### src/rtl/freq_meter_pkg.sv
// Shared definitions for the multi-channel frequency meter: FSM encoding,
// default clock rate and the channel-index width helper.
package freq_meter_pkg;

  typedef enum logic [2:0] {
    StIdle,
    StArm,
    StGate,
    StClose,
    StDiv,
    StOut
  } fm_state_e;

  localparam int unsigned DEF_CLK_FREQ = 50_000_000;

  // Width of a channel index; a single channel still gets one bit.
  function automatic int unsigned idx_w(input int unsigned n);
    return (n > 1) ? $clog2(n) : 1;
  endfunction

endpackage

### src/rtl/freq_div.sv
// Sequential restoring divider: one quotient bit per cycle, NUM_W cycles per
// division, done pulses for one cycle when quotient is final.
module freq_div
  import freq_meter_pkg::*;
#(
  parameter int unsigned NUM_W = 58,
  parameter int unsigned DEN_W = 32
) (
  input  logic             clk,
  input  logic             rst_n,
  input  logic             start,
  input  logic [NUM_W-1:0] numerator,
  input  logic [DEN_W-1:0] denominator,
  output logic             done,
  output logic [NUM_W-1:0] quotient
);
  localparam int unsigned CW = $clog2(NUM_W + 1);

  logic [NUM_W-1:0] quo_q;
  logic [DEN_W-1:0] rem_q;
  logic [DEN_W-1:0] den_q;
  logic [CW-1:0]    cnt_q;
  logic             done_q;
  logic [DEN_W:0]   shifted;
  logic [DEN_W:0]   trial;

  // The remainder stays below the divisor, so a set trial MSB means "no subtract".
  assign shifted = {rem_q, quo_q[NUM_W-1]};
  assign trial   = shifted - {1'b0, den_q};

  always_ff @(posedge clk or negedge rst_n) begin
    if (!rst_n) begin
      quo_q  <= '0;
      rem_q  <= '0;
      den_q  <= '0;
      cnt_q  <= '0;
      done_q <= 1'b0;
    end else begin
      done_q <= 1'b0;
      if (start) begin
        quo_q <= numerator;
        rem_q <= '0;
        den_q <= denominator;
        cnt_q <= CW'(NUM_W);
      end else if (cnt_q != '0) begin
        if (!trial[DEN_W]) begin
          rem_q <= trial[DEN_W-1:0];
          quo_q <= {quo_q[NUM_W-2:0], 1'b1};
        end else begin
          rem_q <= shifted[DEN_W-1:0];
          quo_q <= {quo_q[NUM_W-2:0], 1'b0};
        end
        cnt_q <= cnt_q - CW'(1);
        if (cnt_q == CW'(1)) done_q <= 1'b1;
      end
    end
  end

  assign done     = done_q;
  assign quotient = quo_q;

endmodule

### src/rtl/freq_meter_mc.sv
// Multi-channel reciprocal frequency meter: counts whole input periods (X)
// against sys_clk cycles (Y) over a gate and reports X*CLK_FREQ/Y per channel.
module freq_meter_mc
  import freq_meter_pkg::*;
#(
  parameter int unsigned CH_NUM         = 4,
  parameter int unsigned CLK_FREQ       = DEF_CLK_FREQ,
  parameter int unsigned GATE_CYCLES    = 50_000_000,
  parameter int unsigned TIMEOUT_CYCLES = 100_000_000,
  parameter int unsigned CNT_W          = 32,
  parameter int unsigned FREQ_W         = 32
) (
  input  logic                     sys_clk,
  input  logic                     sys_rst_n,
  input  logic [CH_NUM-1:0]        sig_in,
  input  logic [CH_NUM-1:0]        ch_en,
  input  logic                     start,
  input  logic                     cont_mode,
  output logic [FREQ_W-1:0]        freq_data,
  output logic [idx_w(CH_NUM)-1:0] freq_ch,
  output logic                     freq_err,
  output logic                     freq_valid,
  input  logic                     freq_ready,
  output logic                     busy
);
  localparam int unsigned IW      = idx_w(CH_NUM);
  localparam int unsigned PW      = CNT_W + $clog2(CLK_FREQ + 1);
  localparam int unsigned CYC_MAX = (GATE_CYCLES > TIMEOUT_CYCLES) ? GATE_CYCLES : TIMEOUT_CYCLES;
  localparam int unsigned CYC_W   = $clog2(CYC_MAX + 1);
  localparam logic [CYC_W-1:0] GateLast = CYC_W'(GATE_CYCLES - 1);
  localparam logic [CYC_W-1:0] TmoLast  = CYC_W'(TIMEOUT_CYCLES - 1);
  localparam logic [PW-1:0]    QuoMax   = PW'({FREQ_W{1'b1}});

  logic [CH_NUM-1:0] sync1_q, sync2_q, sync3_q, rise;
  fm_state_e         state_q, state_d;
  logic [IW-1:0]     sel_q, sel_d;
  logic [CYC_W-1:0]  cyc_q, cyc_d;
  logic [CNT_W-1:0]  x_q, x_d, y_q, y_d;
  logic [FREQ_W-1:0] data_q, data_d;
  logic              err_q, err_d;
  logic              sel_rise, div_start, div_done;
  logic [PW-1:0]     div_num, div_quo;
  logic              nxt_found, first_found;
  logic [IW-1:0]     nxt_idx, first_idx;

  always_ff @(posedge sys_clk or negedge sys_rst_n) begin
    if (!sys_rst_n) begin
      sync1_q <= '0;
      sync2_q <= '0;
      sync3_q <= '0;
    end else begin
      sync1_q <= sig_in;
      sync2_q <= sync1_q;
      sync3_q <= sync2_q;
    end
  end

  assign rise     = sync2_q & ~sync3_q;
  assign sel_rise = rise[sel_q];

  // Lowest enabled channel overall, and lowest enabled channel above the current one.
  always_comb begin
    nxt_found   = 1'b0;
    nxt_idx     = '0;
    first_found = 1'b0;
    first_idx   = '0;
    for (int i = CH_NUM - 1; i >= 0; i--) begin
      if (ch_en[i]) begin
        first_found = 1'b1;
        first_idx   = IW'(i);
        if (i > int'(sel_q)) begin
          nxt_found = 1'b1;
          nxt_idx   = IW'(i);
        end
      end
    end
  end

  always_comb begin
    state_d   = state_q;
    sel_d     = sel_q;
    cyc_d     = cyc_q;
    x_d       = x_q;
    y_d       = y_q;
    data_d    = data_q;
    err_d     = err_q;
    div_start = 1'b0;
    unique case (state_q)
      StIdle: begin
        if (start && first_found) begin
          state_d = StArm;
          sel_d   = first_idx;
          cyc_d   = '0;
        end
      end
      StArm: begin
        if (sel_rise) begin
          state_d = StGate;
          x_d     = '0;
          y_d     = '0;
          cyc_d   = '0;
        end else if (cyc_q == TmoLast) begin
          state_d = StOut;
          data_d  = '0;
          err_d   = 1'b1;
        end else begin
          cyc_d = cyc_q + CYC_W'(1);
        end
      end
      StGate: begin
        if (y_q != '1) y_d = y_q + CNT_W'(1);
        if (sel_rise && (x_q != '1)) x_d = x_q + CNT_W'(1);
        if (cyc_q == GateLast) begin
          state_d = StClose;
          cyc_d   = '0;
        end else begin
          cyc_d = cyc_q + CYC_W'(1);
        end
      end
      StClose: begin
        if (y_q != '1) y_d = y_q + CNT_W'(1);
        if (sel_rise) begin
          if (x_q != '1) x_d = x_q + CNT_W'(1);
          state_d   = StDiv;
          div_start = 1'b1;
        end else if (cyc_q == TmoLast) begin
          state_d = StOut;
          data_d  = '0;
          err_d   = 1'b1;
        end else begin
          cyc_d = cyc_q + CYC_W'(1);
        end
      end
      StDiv: begin
        if (div_done) begin
          state_d = StOut;
          err_d   = 1'b0;
          data_d  = (div_quo > QuoMax) ? '1 : FREQ_W'(div_quo);
        end
      end
      StOut: begin
        if (freq_ready) begin
          cyc_d = '0;
          if (nxt_found) begin
            state_d = StArm;
            sel_d   = nxt_idx;
          end else if (cont_mode && first_found) begin
            state_d = StArm;
            sel_d   = first_idx;
          end else begin
            state_d = StIdle;
          end
        end
      end
      default: state_d = StIdle;
    endcase
  end

  always_ff @(posedge sys_clk or negedge sys_rst_n) begin
    if (!sys_rst_n) begin
      state_q <= StIdle;
      sel_q   <= '0;
      cyc_q   <= '0;
      x_q     <= '0;
      y_q     <= '0;
      data_q  <= '0;
      err_q   <= 1'b0;
    end else begin
      state_q <= state_d;
      sel_q   <= sel_d;
      cyc_q   <= cyc_d;
      x_q     <= x_d;
      y_q     <= y_d;
      data_q  <= data_d;
      err_q   <= err_d;
    end
  end

  // The divider latches its operands on start, so feed it the closing-edge counts.
  assign div_num = PW'(x_d) * PW'(CLK_FREQ);

  freq_div #(
    .NUM_W(PW),
    .DEN_W(CNT_W)
  ) u_div (
    .clk        (sys_clk),
    .rst_n      (sys_rst_n),
    .start      (div_start),
    .numerator  (div_num),
    .denominator(y_d),
    .done       (div_done),
    .quotient   (div_quo)
  );

  assign freq_data  = data_q;
  assign freq_ch    = sel_q;
  assign freq_err   = err_q;
  assign freq_valid = (state_q == StOut);
  assign busy       = (state_q != StIdle);

endmodule

### config.mk
export PLATFORM = sky130hd
export DESIGN_NAME = freq_meter_mc
export DESIGN_NICKNAME = d
export VERILOG_FILES = /design/src/rtl/freq_meter_pkg.sv /design/src/rtl/freq_div.sv /design/src/rtl/freq_meter_mc.sv
export SDC_FILE = /design/constraint.sdc
export NUM_CORES = 1
export LEC_CHECK = 0
export ABC_AREA = 1
export ABC_CLOCK_PERIOD_IN_PS = 10000
export BUFFER_PORTS_ARGS = -buffer_cell sky130_fd_sc_hd__buf_2
export CAP_MARGIN = 20
export CORE_MARGIN = 8
export CORE_UTILIZATION = 60
export CTS_CLUSTER_SIZE = 12
export DETAILED_ROUTE_END_ITERATION = 8
export PLACE_DENSITY = 0.83
export SYNTH_ARGS = -nofsm -noshare
export SYNTH_HDL_FRONTEND = slang
export SYNTH_HIERARCHICAL = 1
export SYNTH_SLANG_ARGS = --single-unit
### constraint.sdc
create_clock -name sys_clk -period 10 [get_ports sys_clk]
set_input_delay 1 -clock sys_clk [delete_from_list [all_inputs] [get_ports sys_clk]]
set_output_delay 1 -clock sys_clk [all_outputs]
set_load 0.03 [all_outputs]
==> impl_metrics.json <==
{
  "clock-sinks": 270,
  "synth_commonest_cells": "nand2_1 (1163), inv_1 (878), dfrtp_1 (270), fa_1 (270), ha_1 (264)",
  "synth.cell_area_um2": 30400,
  "synth_mux_area_share_pct": 0,
  "cp-endpoint": "u_div/quotient[36]",
  "grt_pass1_vias": 26300,
  "ys_ff_latch": 270,
  "max_freq_ghz": 0.120,
  "place_hpwl_mm": 65.3,
  "wl_per_cell_um": 16.8,
  "synth_compound_area_share_pct": 7.36,
  "synth_adder_area_share_pct": 28.7,
  "cts-root-buf": "clkbuf_16",
  "cp_slowest_cell": "o22ai_1",
  "status": "finished clean",
  "slew_headroom_pct": 27.8,
  "fillCellCount": 4434,
  "grt_pass1_wl_mm": 135,
  "multiInputGateArea_um2": 19800,
  "worstMarginPinSlew_ps": 1080,
  "ys.flop_type": "dfrtp_1",
  "ctsResizeCount": 0,
  "synth_xor_area_share_pct": 2.94,
  "setup_tns_ps": 0,
  "first_iter_violations": 2118,
  "r2r-start": "freq_ch[0]",
  "crit_family": "adder cells",
  "postCtsSetupRepairBufs": 0,
  "r2r_cells": 30,
  "gr-total-overflow": 0,
  "async_flop_share_pct": 100,
  "die-area_um2": 58100,
  "ios": 50,
  "drive_above_1_share_pct": 6.10,
  "num_vias": 26100,
  "clk_pin_slew_ps": 60,
  "cts_tree": "yes",
  "setup_viol": 0,
  "synth_most_common_cell": "nand2_1",
  "dr.pass1.iters": 5,
  "maxCapViolCount": 0,
  "avgSynthCellArea_um2": 7.42,
  "worst_ep_arrival_time_ps": 8870,
  "grt_setup_unrepaired": "false",
  "cp.depth": 30,
  "detail-route-antenna-nets": 0,
  "slowest_delay_ps": 890,
  "nets": 4674,
  "ctsHoldBuffers": 0,
  "worstSetupStartpointType": "register",
  "antenna_found_initial": 0,
  "wl_mm": 80.9,
  "ff_latch_area_um2": 6760,
  "r2r_setup_slack_ps": 1640,
  "grtUsageTotal_pct": 28.7,
  "ys_seq_area_share_pct": 22.2,
  "synth_top_family_by_area": "adder cells",
  "min_period_over_period_pct": 83.6,
  "drc": 0,
  "clock_skew_ps": 15.6,
  "cts_buffers": 31,
  "coreArea_um2": 50100,
  "synth_simple_gate_area_share_pct": 26.2,
  "cts_htree_levels": 1,
  "synth_cell_types": 52,
  "synthToLayoutAreaGrowth_pct": 5.88,
  "critical_path.most_common_cell": "nand2_1",
  "viasPerCell": 5.42,
  "end_kind": "register",
  "hold_path_class": "reg -> reg",
  "synth_edf_count": 0,
  "critPathKind": "reg -> reg",
  "fp-row-count": 82,
  "clockBufferDepth": 3,
  "crit_required_ps": 10510,
  "antennaDiodeCount": 0,
  "gp_congestion": 0.992,
  "synth_top_area_cell": "dfrtp_1",
  "yosysWarnings": 6,
  "cp-startpoint": "freq_ch[0]",
  "grt_max_degree": 169,
  "portBuffers": 49,
  "hold_viol": 0,
  "yosys.area.top_type_share_pct": 22.2,
  "r2r_end": "u_div/quotient[36]",
  "fin_crit_ps": 8360,
  "synth_area_leaders": "dfrtp_1 (22%), fa_1 (18%), nand2_1 (14%)",
  "drv_slew": 0,
  "syn_inst": 4095,
  "start_util_pct": 60.7,
  "critPathBufInv": 7,
  "die_height_um": 241,
  "crit_fanout": 36,
  "die_w_um": 241,
  "clkLatencyLatePin_ps": 600
}
==> routing by layer <==
layer / vias up / wire length, um / GRT usage [%]
met5: - / 0 / 0
met4: 0 / 3710 / 11.7
met3: 195 / 4800 / 3.92
met2: 853 / 38500 / 48.1
met1: 12400 / 33900 / 37.3
li1: 12700 / - / -
==> registers in the layout, indices dropped and copies added, names as in the netlist, 2 cells and up <==
| register | count |
|---|---|
| cyc_q | 27 |
| sync2_q | 4 |
| u_div/quotient | 58 |
| freq_ch | 2 |
| u_div/cnt_q | 6 |
| y_q | 32 |
| u_div/den_q | 32 |
| sync3_q | 4 |
| state_q | 3 |
| sync1_q | 4 |
| x_q | 32 |
| freq_data | 32 |
| u_div/rem_q | 32 |
==> how the worst min path moves through the flow <==
stage | from | endpoint | cells past startpoint
after global placement | sync1_q[1] | sync2_q[1] | 0
final | sync1_q[1] | sync2_q[1] | 0
after floorplan | sync1_q[0] | sync2_q[0] | 0
after CTS | sync1_q[1] | sync2_q[1] | 0
after global routing | sync1_q[1] | sync2_q[1] | 0
after detailed placement | sync1_q[1] | sync2_q[1] | 0
==> through the flow <==
stage               cell area, um2  std cells  setup slack, ps  util [%]  hold WS (ps)
detailed placement           31200       4765             1640      62.3           337
floorplan                    30400       4101             2900         -           331
global route                 32200       4821             1130      64.2           362
CTS                          32200       4820             1590      64.2           350
global placement             31200       4765             1630      62.3           343
finish                       32200       4821             1640      64.2           351
==> cell type report <==
type                    instances  share of cell area [%]
well taps                     672                    2.61
multi-input cells            2862                    61.7
flip-flops and latches        270                    21.0
clock buffers                  42                    2.60
clock inverters                13                   0.424
repair buffers                 66                    1.23
inverters                     896                    10.5
==> placed cells by master, fill, tap and decap left out, types with 6 or more instances in the layout <==
master     instances
nand2_1         1162
nand3b_1          11
xnor2_1           27
nand4_1           46
nand2_2           38
nor2_4             9
o21ai_1           16
clkbuf_16         31
dfrtp_1          270
conb_1             7
o21ai_0          178
nor2_1           249
or2_2              6
nand3_2           49
nor2_2            11
nor4_1             8
a21oi_1           85
inv_1            878
inv_2             13
o221ai_1          38
buf_2             48
nand3_1          179
o211ai_1          12
fa_1             270
clkbuf_1           9
buf_4             16
o21bai_1          14
xor2_1            75
a22oi_1           14
ha_1             264
nor3_1            52
a21o_1            13
==> cell families after synthesis <==
logic type	count (synthesis)
xor gates and xnor gates	102
other	1
AOI/OAI and AO/OA	384
and+or+nand+nor	1835
adders and majority gates	534
DFF	270
buffers and inverters	969
==> worst reg2reg max path, delay by kind of cell, from the launching register on <==
| kind | cells | cell delay (ps) |
|---|---|---|
| XOR/XNOR | 1 | 360 |
| AO/OA/AOI/OAI | 3 | 1250 |
| AND/OR/NAND/NOR | 12 | 1690 |
| flip-flops | 1 | 440 |
| adder cells (fa/ha/maj) | 7 | 3500 |
| buffers and inverters | 7 | 1030 |
Power is left out: the tool's default activity adds up to more than one toggle a clock period on the data nets, which glitch-free logic cannot reach.
